$ cat config.mk
export PLATFORM = sky130hd
export DESIGN_NAME = aes_decryptor
export DESIGN_NICKNAME = d
export VERILOG_FILES = /design/src/rtl/aes_model_pack.sv /design/src/rtl/aes_inv_round.sv /design/src/rtl/aes_decryptor.sv
export SDC_FILE = /design/constraint.sdc
export NUM_CORES = 2
export LEC_CHECK = 0
export ABC_AREA = 1
export BUFFER_PORTS_ARGS = -buffer_cell sky130_fd_sc_hd__buf_2
export CAP_MARGIN = 20
export CORE_MARGIN = 4
export CORE_UTILIZATION = 46
export CTS_CLUSTER_DIAMETER = 30
export DETAILED_ROUTE_END_ITERATION = 10
export PLACE_DENSITY_LB_ADDON = 0.25
export SLEW_MARGIN = 20
export SYNTH_ARGS = -nofsm -noshare
export SYNTH_HDL_FRONTEND = slang
export SYNTH_SLANG_ARGS = --single-unit
$ cat constraint.sdc
create_clock -name clk -period 36.4 [get_ports clk]
set_clock_uncertainty 0.05 [all_clocks]
set_input_delay 5.46 -clock clk [delete_from_list [all_inputs] [get_ports clk]]
set_output_delay 5.46 -clock clk [all_outputs]
set_load 0.02 [all_outputs]
$ cat src/rtl/aes_model_pack.sv
// Shared AES model package: S-box tables, round constants and the GF(2^8) helpers used by the
// iterative AES datapaths. Byte k of a 128-bit block sits at bits [8k+7:8k], k = 4*col + row.
package aes_model_pack;

   typedef logic [15:0][7:0] state_t;

   typedef enum logic [2:0] {
      S_NO_KEY,
      S_EXPAND,
      S_IDLE,
      S_ROUND,
      S_DONE
   } aes_dec_state_e;

   localparam logic [7:0] RCON_TABLE [10] = '{
      8'h01, 8'h02, 8'h04, 8'h08, 8'h10, 8'h20, 8'h40, 8'h80, 8'h1b, 8'h36
   };

   localparam logic [7:0] SUB_BYTES_TABLE [256] = '{
      8'h63, 8'h7c, 8'h77, 8'h7b, 8'hf2, 8'h6b, 8'h6f, 8'hc5,
      8'h30, 8'h01, 8'h67, 8'h2b, 8'hfe, 8'hd7, 8'hab, 8'h76,
      8'hca, 8'h82, 8'hc9, 8'h7d, 8'hfa, 8'h59, 8'h47, 8'hf0,
      8'had, 8'hd4, 8'ha2, 8'haf, 8'h9c, 8'ha4, 8'h72, 8'hc0,
      8'hb7, 8'hfd, 8'h93, 8'h26, 8'h36, 8'h3f, 8'hf7, 8'hcc,
      8'h34, 8'ha5, 8'he5, 8'hf1, 8'h71, 8'hd8, 8'h31, 8'h15,
      8'h04, 8'hc7, 8'h23, 8'hc3, 8'h18, 8'h96, 8'h05, 8'h9a,
      8'h07, 8'h12, 8'h80, 8'he2, 8'heb, 8'h27, 8'hb2, 8'h75,
      8'h09, 8'h83, 8'h2c, 8'h1a, 8'h1b, 8'h6e, 8'h5a, 8'ha0,
      8'h52, 8'h3b, 8'hd6, 8'hb3, 8'h29, 8'he3, 8'h2f, 8'h84,
      8'h53, 8'hd1, 8'h00, 8'hed, 8'h20, 8'hfc, 8'hb1, 8'h5b,
      8'h6a, 8'hcb, 8'hbe, 8'h39, 8'h4a, 8'h4c, 8'h58, 8'hcf,
      8'hd0, 8'hef, 8'haa, 8'hfb, 8'h43, 8'h4d, 8'h33, 8'h85,
      8'h45, 8'hf9, 8'h02, 8'h7f, 8'h50, 8'h3c, 8'h9f, 8'ha8,
      8'h51, 8'ha3, 8'h40, 8'h8f, 8'h92, 8'h9d, 8'h38, 8'hf5,
      8'hbc, 8'hb6, 8'hda, 8'h21, 8'h10, 8'hff, 8'hf3, 8'hd2,
      8'hcd, 8'h0c, 8'h13, 8'hec, 8'h5f, 8'h97, 8'h44, 8'h17,
      8'hc4, 8'ha7, 8'h7e, 8'h3d, 8'h64, 8'h5d, 8'h19, 8'h73,
      8'h60, 8'h81, 8'h4f, 8'hdc, 8'h22, 8'h2a, 8'h90, 8'h88,
      8'h46, 8'hee, 8'hb8, 8'h14, 8'hde, 8'h5e, 8'h0b, 8'hdb,
      8'he0, 8'h32, 8'h3a, 8'h0a, 8'h49, 8'h06, 8'h24, 8'h5c,
      8'hc2, 8'hd3, 8'hac, 8'h62, 8'h91, 8'h95, 8'he4, 8'h79,
      8'he7, 8'hc8, 8'h37, 8'h6d, 8'h8d, 8'hd5, 8'h4e, 8'ha9,
      8'h6c, 8'h56, 8'hf4, 8'hea, 8'h65, 8'h7a, 8'hae, 8'h08,
      8'hba, 8'h78, 8'h25, 8'h2e, 8'h1c, 8'ha6, 8'hb4, 8'hc6,
      8'he8, 8'hdd, 8'h74, 8'h1f, 8'h4b, 8'hbd, 8'h8b, 8'h8a,
      8'h70, 8'h3e, 8'hb5, 8'h66, 8'h48, 8'h03, 8'hf6, 8'h0e,
      8'h61, 8'h35, 8'h57, 8'hb9, 8'h86, 8'hc1, 8'h1d, 8'h9e,
      8'he1, 8'hf8, 8'h98, 8'h11, 8'h69, 8'hd9, 8'h8e, 8'h94,
      8'h9b, 8'h1e, 8'h87, 8'he9, 8'hce, 8'h55, 8'h28, 8'hdf,
      8'h8c, 8'ha1, 8'h89, 8'h0d, 8'hbf, 8'he6, 8'h42, 8'h68,
      8'h41, 8'h99, 8'h2d, 8'h0f, 8'hb0, 8'h54, 8'hbb, 8'h16
   };

   localparam logic [7:0] INV_SUB_BYTES_TABLE [256] = '{
      8'h52, 8'h09, 8'h6a, 8'hd5, 8'h30, 8'h36, 8'ha5, 8'h38,
      8'hbf, 8'h40, 8'ha3, 8'h9e, 8'h81, 8'hf3, 8'hd7, 8'hfb,
      8'h7c, 8'he3, 8'h39, 8'h82, 8'h9b, 8'h2f, 8'hff, 8'h87,
      8'h34, 8'h8e, 8'h43, 8'h44, 8'hc4, 8'hde, 8'he9, 8'hcb,
      8'h54, 8'h7b, 8'h94, 8'h32, 8'ha6, 8'hc2, 8'h23, 8'h3d,
      8'hee, 8'h4c, 8'h95, 8'h0b, 8'h42, 8'hfa, 8'hc3, 8'h4e,
      8'h08, 8'h2e, 8'ha1, 8'h66, 8'h28, 8'hd9, 8'h24, 8'hb2,
      8'h76, 8'h5b, 8'ha2, 8'h49, 8'h6d, 8'h8b, 8'hd1, 8'h25,
      8'h72, 8'hf8, 8'hf6, 8'h64, 8'h86, 8'h68, 8'h98, 8'h16,
      8'hd4, 8'ha4, 8'h5c, 8'hcc, 8'h5d, 8'h65, 8'hb6, 8'h92,
      8'h6c, 8'h70, 8'h48, 8'h50, 8'hfd, 8'hed, 8'hb9, 8'hda,
      8'h5e, 8'h15, 8'h46, 8'h57, 8'ha7, 8'h8d, 8'h9d, 8'h84,
      8'h90, 8'hd8, 8'hab, 8'h00, 8'h8c, 8'hbc, 8'hd3, 8'h0a,
      8'hf7, 8'he4, 8'h58, 8'h05, 8'hb8, 8'hb3, 8'h45, 8'h06,
      8'hd0, 8'h2c, 8'h1e, 8'h8f, 8'hca, 8'h3f, 8'h0f, 8'h02,
      8'hc1, 8'haf, 8'hbd, 8'h03, 8'h01, 8'h13, 8'h8a, 8'h6b,
      8'h3a, 8'h91, 8'h11, 8'h41, 8'h4f, 8'h67, 8'hdc, 8'hea,
      8'h97, 8'hf2, 8'hcf, 8'hce, 8'hf0, 8'hb4, 8'he6, 8'h73,
      8'h96, 8'hac, 8'h74, 8'h22, 8'he7, 8'had, 8'h35, 8'h85,
      8'he2, 8'hf9, 8'h37, 8'he8, 8'h1c, 8'h75, 8'hdf, 8'h6e,
      8'h47, 8'hf1, 8'h1a, 8'h71, 8'h1d, 8'h29, 8'hc5, 8'h89,
      8'h6f, 8'hb7, 8'h62, 8'h0e, 8'haa, 8'h18, 8'hbe, 8'h1b,
      8'hfc, 8'h56, 8'h3e, 8'h4b, 8'hc6, 8'hd2, 8'h79, 8'h20,
      8'h9a, 8'hdb, 8'hc0, 8'hfe, 8'h78, 8'hcd, 8'h5a, 8'hf4,
      8'h1f, 8'hdd, 8'ha8, 8'h33, 8'h88, 8'h07, 8'hc7, 8'h31,
      8'hb1, 8'h12, 8'h10, 8'h59, 8'h27, 8'h80, 8'hec, 8'h5f,
      8'h60, 8'h51, 8'h7f, 8'ha9, 8'h19, 8'hb5, 8'h4a, 8'h0d,
      8'h2d, 8'he5, 8'h7a, 8'h9f, 8'h93, 8'hc9, 8'h9c, 8'hef,
      8'ha0, 8'he0, 8'h3b, 8'h4d, 8'hae, 8'h2a, 8'hf5, 8'hb0,
      8'hc8, 8'heb, 8'hbb, 8'h3c, 8'h83, 8'h53, 8'h99, 8'h61,
      8'h17, 8'h2b, 8'h04, 8'h7e, 8'hba, 8'h77, 8'hd6, 8'h26,
      8'he1, 8'h69, 8'h14, 8'h63, 8'h55, 8'h21, 8'h0c, 8'h7d
   };

   function automatic logic [7:0] xtime(input logic [7:0] b);
      return {b[6:0], 1'b0} ^ (b[7] ? 8'h1b : 8'h00);
   endfunction

   function automatic logic [7:0] gmul(input logic [7:0] a, input logic [7:0] b);
      logic [7:0] p, x, m;
      p = 8'h00;
      x = a;
      m = b;
      for (int i = 0; i < 8; i++) begin
         if (m[0]) p = p ^ x;
         x = xtime(x);
         m = m >> 1;
      end
      return p;
   endfunction

   // Row r rotates right by r columns.
   function automatic state_t inv_shift_rows(input state_t s);
      state_t o;
      for (int c = 0; c < 4; c++) begin
         for (int r = 0; r < 4; r++) begin
            o[4'(4 * c + r)] = s[4'(4 * ((c - r) & 3) + r)];
         end
      end
      return o;
   endfunction

   function automatic state_t inv_sub_bytes(input state_t s);
      state_t o;
      for (int k = 0; k < 16; k++) o[4'(k)] = INV_SUB_BYTES_TABLE[s[4'(k)]];
      return o;
   endfunction

   function automatic state_t inv_mix_columns(input state_t s);
      state_t o;
      logic [7:0] a0, a1, a2, a3;
      for (int c = 0; c < 4; c++) begin
         a0 = s[4'(4 * c)];
         a1 = s[4'(4 * c + 1)];
         a2 = s[4'(4 * c + 2)];
         a3 = s[4'(4 * c + 3)];
         o[4'(4 * c)]     = gmul(a0, 8'h0e) ^ gmul(a1, 8'h0b) ^ gmul(a2, 8'h0d) ^ gmul(a3, 8'h09);
         o[4'(4 * c + 1)] = gmul(a0, 8'h09) ^ gmul(a1, 8'h0e) ^ gmul(a2, 8'h0b) ^ gmul(a3, 8'h0d);
         o[4'(4 * c + 2)] = gmul(a0, 8'h0d) ^ gmul(a1, 8'h09) ^ gmul(a2, 8'h0e) ^ gmul(a3, 8'h0b);
         o[4'(4 * c + 3)] = gmul(a0, 8'h0b) ^ gmul(a1, 8'h0d) ^ gmul(a2, 8'h09) ^ gmul(a3, 8'h0e);
      end
      return o;
   endfunction

   function automatic logic [31:0] sub_word(input logic [31:0] w);
      return {SUB_BYTES_TABLE[w[31:24]], SUB_BYTES_TABLE[w[23:16]],
              SUB_BYTES_TABLE[w[15:8]], SUB_BYTES_TABLE[w[7:0]]};
   endfunction

   // Byte 0 of a word is the low byte, so the rotate moves it to the top.
   function automatic logic [31:0] rot_word(input logic [31:0] w);
      return {w[7:0], w[31:8]};
   endfunction

   function automatic logic [127:0] key_expand_step(input logic [127:0] k, input logic [7:0] rcon);
      logic [31:0] t, w0, w1, w2, w3;
      t  = sub_word(rot_word(k[127:96])) ^ {24'h000000, rcon};
      w0 = k[31:0] ^ t;
      w1 = k[63:32] ^ w0;
      w2 = k[95:64] ^ w1;
      w3 = k[127:96] ^ w2;
      return {w3, w2, w1, w0};
   endfunction

endpackage

$ cat src/rtl/aes_inv_round.sv
// One combinational inverse AES round; the final round leaves out InvMixColumns.
module aes_inv_round
   import aes_model_pack::*;
(
   input  state_t state_i,
   input  state_t round_key_i,
   input  logic   is_final_i,
   output state_t state_o
);

   state_t keyed;

   always_comb begin
      keyed   = inv_sub_bytes(inv_shift_rows(state_i)) ^ round_key_i;
      state_o = is_final_i ? keyed : inv_mix_columns(keyed);
   end

endmodule

$ cat src/rtl/aes_decryptor.sv
// Iterative AES-128 decryptor: expands and stores all 11 round keys once per key load, then
// decrypts one block at one inverse round per clock behind valid/ready handshakes.
module aes_decryptor
   import aes_model_pack::*;
#(
   parameter int unsigned DATA_WIDTH_IN_BYTES = 16,  // only 16 (AES-128) is supported
   parameter int unsigned NUM_ROUNDS          = 10
) (
   input  logic                               clk,
   input  logic                               rst_n,
   input  logic                               key_valid,
   input  logic [8*DATA_WIDTH_IN_BYTES-1:0]   key,
   output logic                               key_ready,
   input  logic                               in_valid,
   input  logic [8*DATA_WIDTH_IN_BYTES-1:0]   in_data,
   output logic                               in_ready,
   output logic                               out_valid,
   output logic [8*DATA_WIDTH_IN_BYTES-1:0]   out_data,
   input  logic                               out_ready
);

   localparam int unsigned BlockW = 8 * DATA_WIDTH_IN_BYTES;

   aes_dec_state_e    state_q, state_d;
   logic [3:0]        cnt_q, cnt_d;
   state_t            blk_q, blk_d;
   logic              out_valid_q, out_valid_d;
   logic [BlockW-1:0] out_data_q, out_data_d;

   // Round-key store is deliberately unreset; the FSM forces a key load after every reset.
   logic [127:0]      rk_q [NUM_ROUNDS+1];
   logic              rk_we;
   logic [3:0]        rk_waddr;
   logic [127:0]      rk_wdata;

   state_t            round_out;

   aes_inv_round u_inv_round (
      .state_i     (blk_q),
      .round_key_i (rk_q[cnt_q]),
      .is_final_i  (cnt_q == 4'd0),
      .state_o     (round_out)
   );

   assign key_ready = (state_q == S_NO_KEY) || (state_q == S_IDLE);
   assign in_ready  = (state_q == S_IDLE) && !key_valid;
   assign out_valid = out_valid_q;
   assign out_data  = out_data_q;

   always_comb begin
      state_d     = state_q;
      cnt_d       = cnt_q;
      blk_d       = blk_q;
      out_valid_d = out_valid_q;
      out_data_d  = out_data_q;
      rk_we       = 1'b0;
      rk_waddr    = cnt_q;
      rk_wdata    = key_expand_step(rk_q[cnt_q - 4'd1], RCON_TABLE[cnt_q - 4'd1]);

      unique case (state_q)
         S_NO_KEY: begin
            if (key_valid) begin
               rk_we    = 1'b1;
               rk_waddr = 4'd0;
               rk_wdata = key;
               cnt_d    = 4'd1;
               state_d  = S_EXPAND;
            end
         end
         S_EXPAND: begin
            rk_we = 1'b1;
            if (cnt_q == 4'(NUM_ROUNDS)) begin
               state_d = S_IDLE;
            end else begin
               cnt_d = cnt_q + 4'd1;
            end
         end
         S_IDLE: begin
            // A key offer wins over a simultaneous data offer.
            if (key_valid) begin
               rk_we    = 1'b1;
               rk_waddr = 4'd0;
               rk_wdata = key;
               cnt_d    = 4'd1;
               state_d  = S_EXPAND;
            end else if (in_valid) begin
               blk_d   = in_data ^ rk_q[NUM_ROUNDS];
               cnt_d   = 4'(NUM_ROUNDS - 1);
               state_d = S_ROUND;
            end
         end
         S_ROUND: begin
            if (cnt_q == 4'd0) begin
               out_data_d  = round_out;
               out_valid_d = 1'b1;
               state_d     = S_DONE;
            end else begin
               blk_d = round_out;
               cnt_d = cnt_q - 4'd1;
            end
         end
         S_DONE: begin
            if (out_ready) begin
               out_valid_d = 1'b0;
               state_d     = S_IDLE;
            end
         end
         default: state_d = S_NO_KEY;
      endcase
   end

   always_ff @(posedge clk or negedge rst_n) begin
      if (!rst_n) begin
         state_q     <= S_NO_KEY;
         cnt_q       <= 4'd0;
         blk_q       <= '0;
         out_valid_q <= 1'b0;
         out_data_q  <= '0;
      end else begin
         state_q     <= state_d;
         cnt_q       <= cnt_d;
         blk_q       <= blk_d;
         out_valid_q <= out_valid_d;
         out_data_q  <= out_data_d;
      end
   end

   always_ff @(posedge clk) begin
      if (rk_we) rk_q[rk_waddr] <= rk_wdata;
   end

endmodule

==> results_dict.tcl <==
set metrics [dict create \
    status "finished clean" \
    min_path_type "reg2reg" \
    fin_crit_ns 11.78 \
    slew_violations 0 \
    grt_antenna_before_repair 35 \
    hpwl_um 251000 \
    crit_type "in2out" \
    synth_edf_count 1408 \
    syn_inst 11500 \
    drtAntennaViolNets 0 \
    core-area_mm2 0.203 \
    die_x_um 460 \
    ys_seq_area_frac 0.478 \
    drcViolationCount 0 \
    port_buffers 231 \
    async_reset_ff_frac 0.0688 \
    max_slew_margin 0.224 \
    cts_setup_buffers 0 \
    ys_types 67 \
    synth.avg_cell_area_um2 8.14 \
    clock_sinks 1512 \
    routedWlPerCell_um 27.1 \
    final-hold-violation-count 0 \
    fp-row-count 165 \
    grt_first_pass_wirelength_um 562000 \
    vias 90000 \
    die_y_um 460 \
    pin_count 392 \
    area_growth_pct 13.4 \
    numCtsBuffers 330 \
    cp_max_fo 4 \
    netlist_area_mm2 0.0940 \
    ctsHtreeMaxLevel 5 \
    cts_tree "built" \
    clk_latency_ns 0.95 \
    dieArea_mm2 0.212 \
    grt_use_total 0.355 \
    postCtsHoldBufs 0 \
    routed_via_density 6.24 \
    grt_max_degree 157 \
    drt-total-wl_um 391000 \
    cts_resized 0 \
    drt-initial-drc-count 12800 \
    gp_congestion 1.00 \
    clockBufferDepth 4 \
    layout-drive-gt1-share 0.0937 \
    fin_nets 12000 \
    fillers 18800 \
    start_util 0.463 \
    setup_viol_count_final 0 \
    startpoint_type "input port" \
    clk_pin_slew_ns 0.04 \
    overflow 0 \
    synth-seq-cells 1512 \
    required_ns 30.89 \
    fmax_ghz 0.0849 \
    fin_tns_setup_ns 0 \
    tightest_slew_ns 1.16 \
    finalCritPeriodShare 0.324 \
    grt_pass1_vias 83100 \
    synth-main-ff-cell "edfxtp_1" \
    cts_root_buffer "clkbuf_16" \
    first_pass_iters 7 \
    yosys_warnings 0 \
    cap_violations 0 \
    endpoint_kind "primary output" \
    critPathArrivalTime_ns 6.27 \
    rsz0062_at_grt "false" \
]
## cell families (layout without fill, tap and decap cells)
kind of cell    Yosys count  count (layout)  synth area share
flops                  1512            1512             0.478
simple gates           5779            5779             0.265
fa+ha+maj               207             207            0.0276
xor+xnor                100             100           0.00976
compound gates         2420            2420             0.145
other cells               1              79         0.0000399
buf+inv                1522            1666            0.0757
## cell type report
class,instances,area [um^2],share of cell area
repair buffers,384,2470,0.0232
inverters,706,2710,0.0254
clock buffers,377,8520,0.0799
well taps,2672,3340,0.0314
flip-flops and latches,1512,44900,0.421
diodes,15,37.5,0.000352
clock inverters,199,2220,0.0209
multi-input cells,8570,42400,0.397
## worst max-delay path, stage by stage
cell     delay, ns
buf_2         0.14
inv_1         0.14
nand2_1       0.14
inv_1         0.18
buf_2         0.20
## per-stage QoR
stage | instances | area, um^2 | hold WS [ns] | utilization | setup slack (ns)
6_report | 14400 | 107000 | 0.426 | 0.526 | 24.62
5_1_grt | 14400 | 107000 | 0.450 | 0.525 | 24.60
4_1_cts | 14400 | 106000 | 0.433 | 0.525 | 24.66
3_5_place_dp | 13800 | 95800 | 0.423 | 0.472 | 24.66
3_3_place_gp | 13800 | 95700 | 0.409 | 0.472 | 24.65
2_1_floorplan | 11600 | 94200 | 0.514 | - | 20.92
## cell usage in the layout, fill, tap and decap left out, drive strengths merged, types with 2 or more instances in the layout
cell type  instances
xnor2             18
edfxtp          1408
nand2           2993
o221ai            60
or2               59
a32o              15
xor2              82
conb              64
inv              717
o31ai             19
a221o              7
a21oi            547
ha               207
a221oi             2
o21ai           1302
o22a               6
nor2             735
a31oi             47
bufinv            42
a22oi             20
nand4             52
clkinv           123
buf              383
nor3              11
o311ai            16
o22ai            109
a41oi              3
clkinvlp          23
o21bai            13
nand3           1896
o21a               6
diode             15
dfrtp            104
o211ai           232
o2111ai           10
a211oi             2
clkbuf           378
nand3b            28
## cells in the mapped netlist, types with 15 or more instances
cell	n	area, um^2
o221ai_1	60	526
buf_1	43	161
inv_2	33	124
nand2_2	57	357
nor2_1	717	2690
xor2_1	79	692
clkbuf_1	247	927
edfxtp_1	1408	42300
a21oi_1	539	2700
nand3_2	18	180
nand3b_1	28	210
ha_1	207	2590
dfrtp_1	104	2600
a31oi_1	47	294
o31ai_1	19	143
buf_4	176	1320
nand2_1	2930	11000
o21ai_0	1207	6040
o211ai_1	231	1730
o21ai_1	91	455
nand4_1	52	325
xnor2_1	17	149
buf_2	304	1520
a22oi_1	20	150
buf_6	45	507
a32o_1	15	150
o22ai_1	109	682
inv_1	661	2480
or2_2	52	325
nand3_1	1876	9390
## metal layers
layer	GRT usage	part of all wire
met1	0.480	0.39
met2	0.544	0.44
met3	0.0756	0.11
met4	0.168	0.053
met5	0	0.00048
## registers in the layout, summed over array words and instances, names as in the netlist
| register | count |
|---|---|
| out_data | 64 |
| state_q | 3 |
| blk_q | 32 |
| out_valid | 1 |
| rk_q | 1408 |
| cnt_q | 4 |
## path summary, 6_finish.rpt
path / from / to / slack, ns / depth (start not counted)
setup / recovery: key_valid / in_ready / 24.62 / 5
hold / removal: out_data[35]$_DFFE_PN0P_ / out_data[35]$_DFFE_PN0P_ / 0.43 / 2
setup reg to reg: cnt_q[0]$_DFFE_PN0P_ / rk_q[0][81]$_DFFE_PP_ / 27.85 / 24
hold reg to reg: out_data[35]$_DFFE_PN0P_ / out_data[35]$_DFFE_PN0P_ / 0.43 / 2
max in group asynchronous: rst_n / cnt_q[1]$_DFFE_PN0P_ / 30.30 / 2
min in group asynchronous: rst_n / out_data[27]$_DFFE_PN0P_ / 4.46 / 1
Power is left out: the tool's default activity adds up to more than one toggle a clock period on the data nets, which glitch-free logic cannot reach.
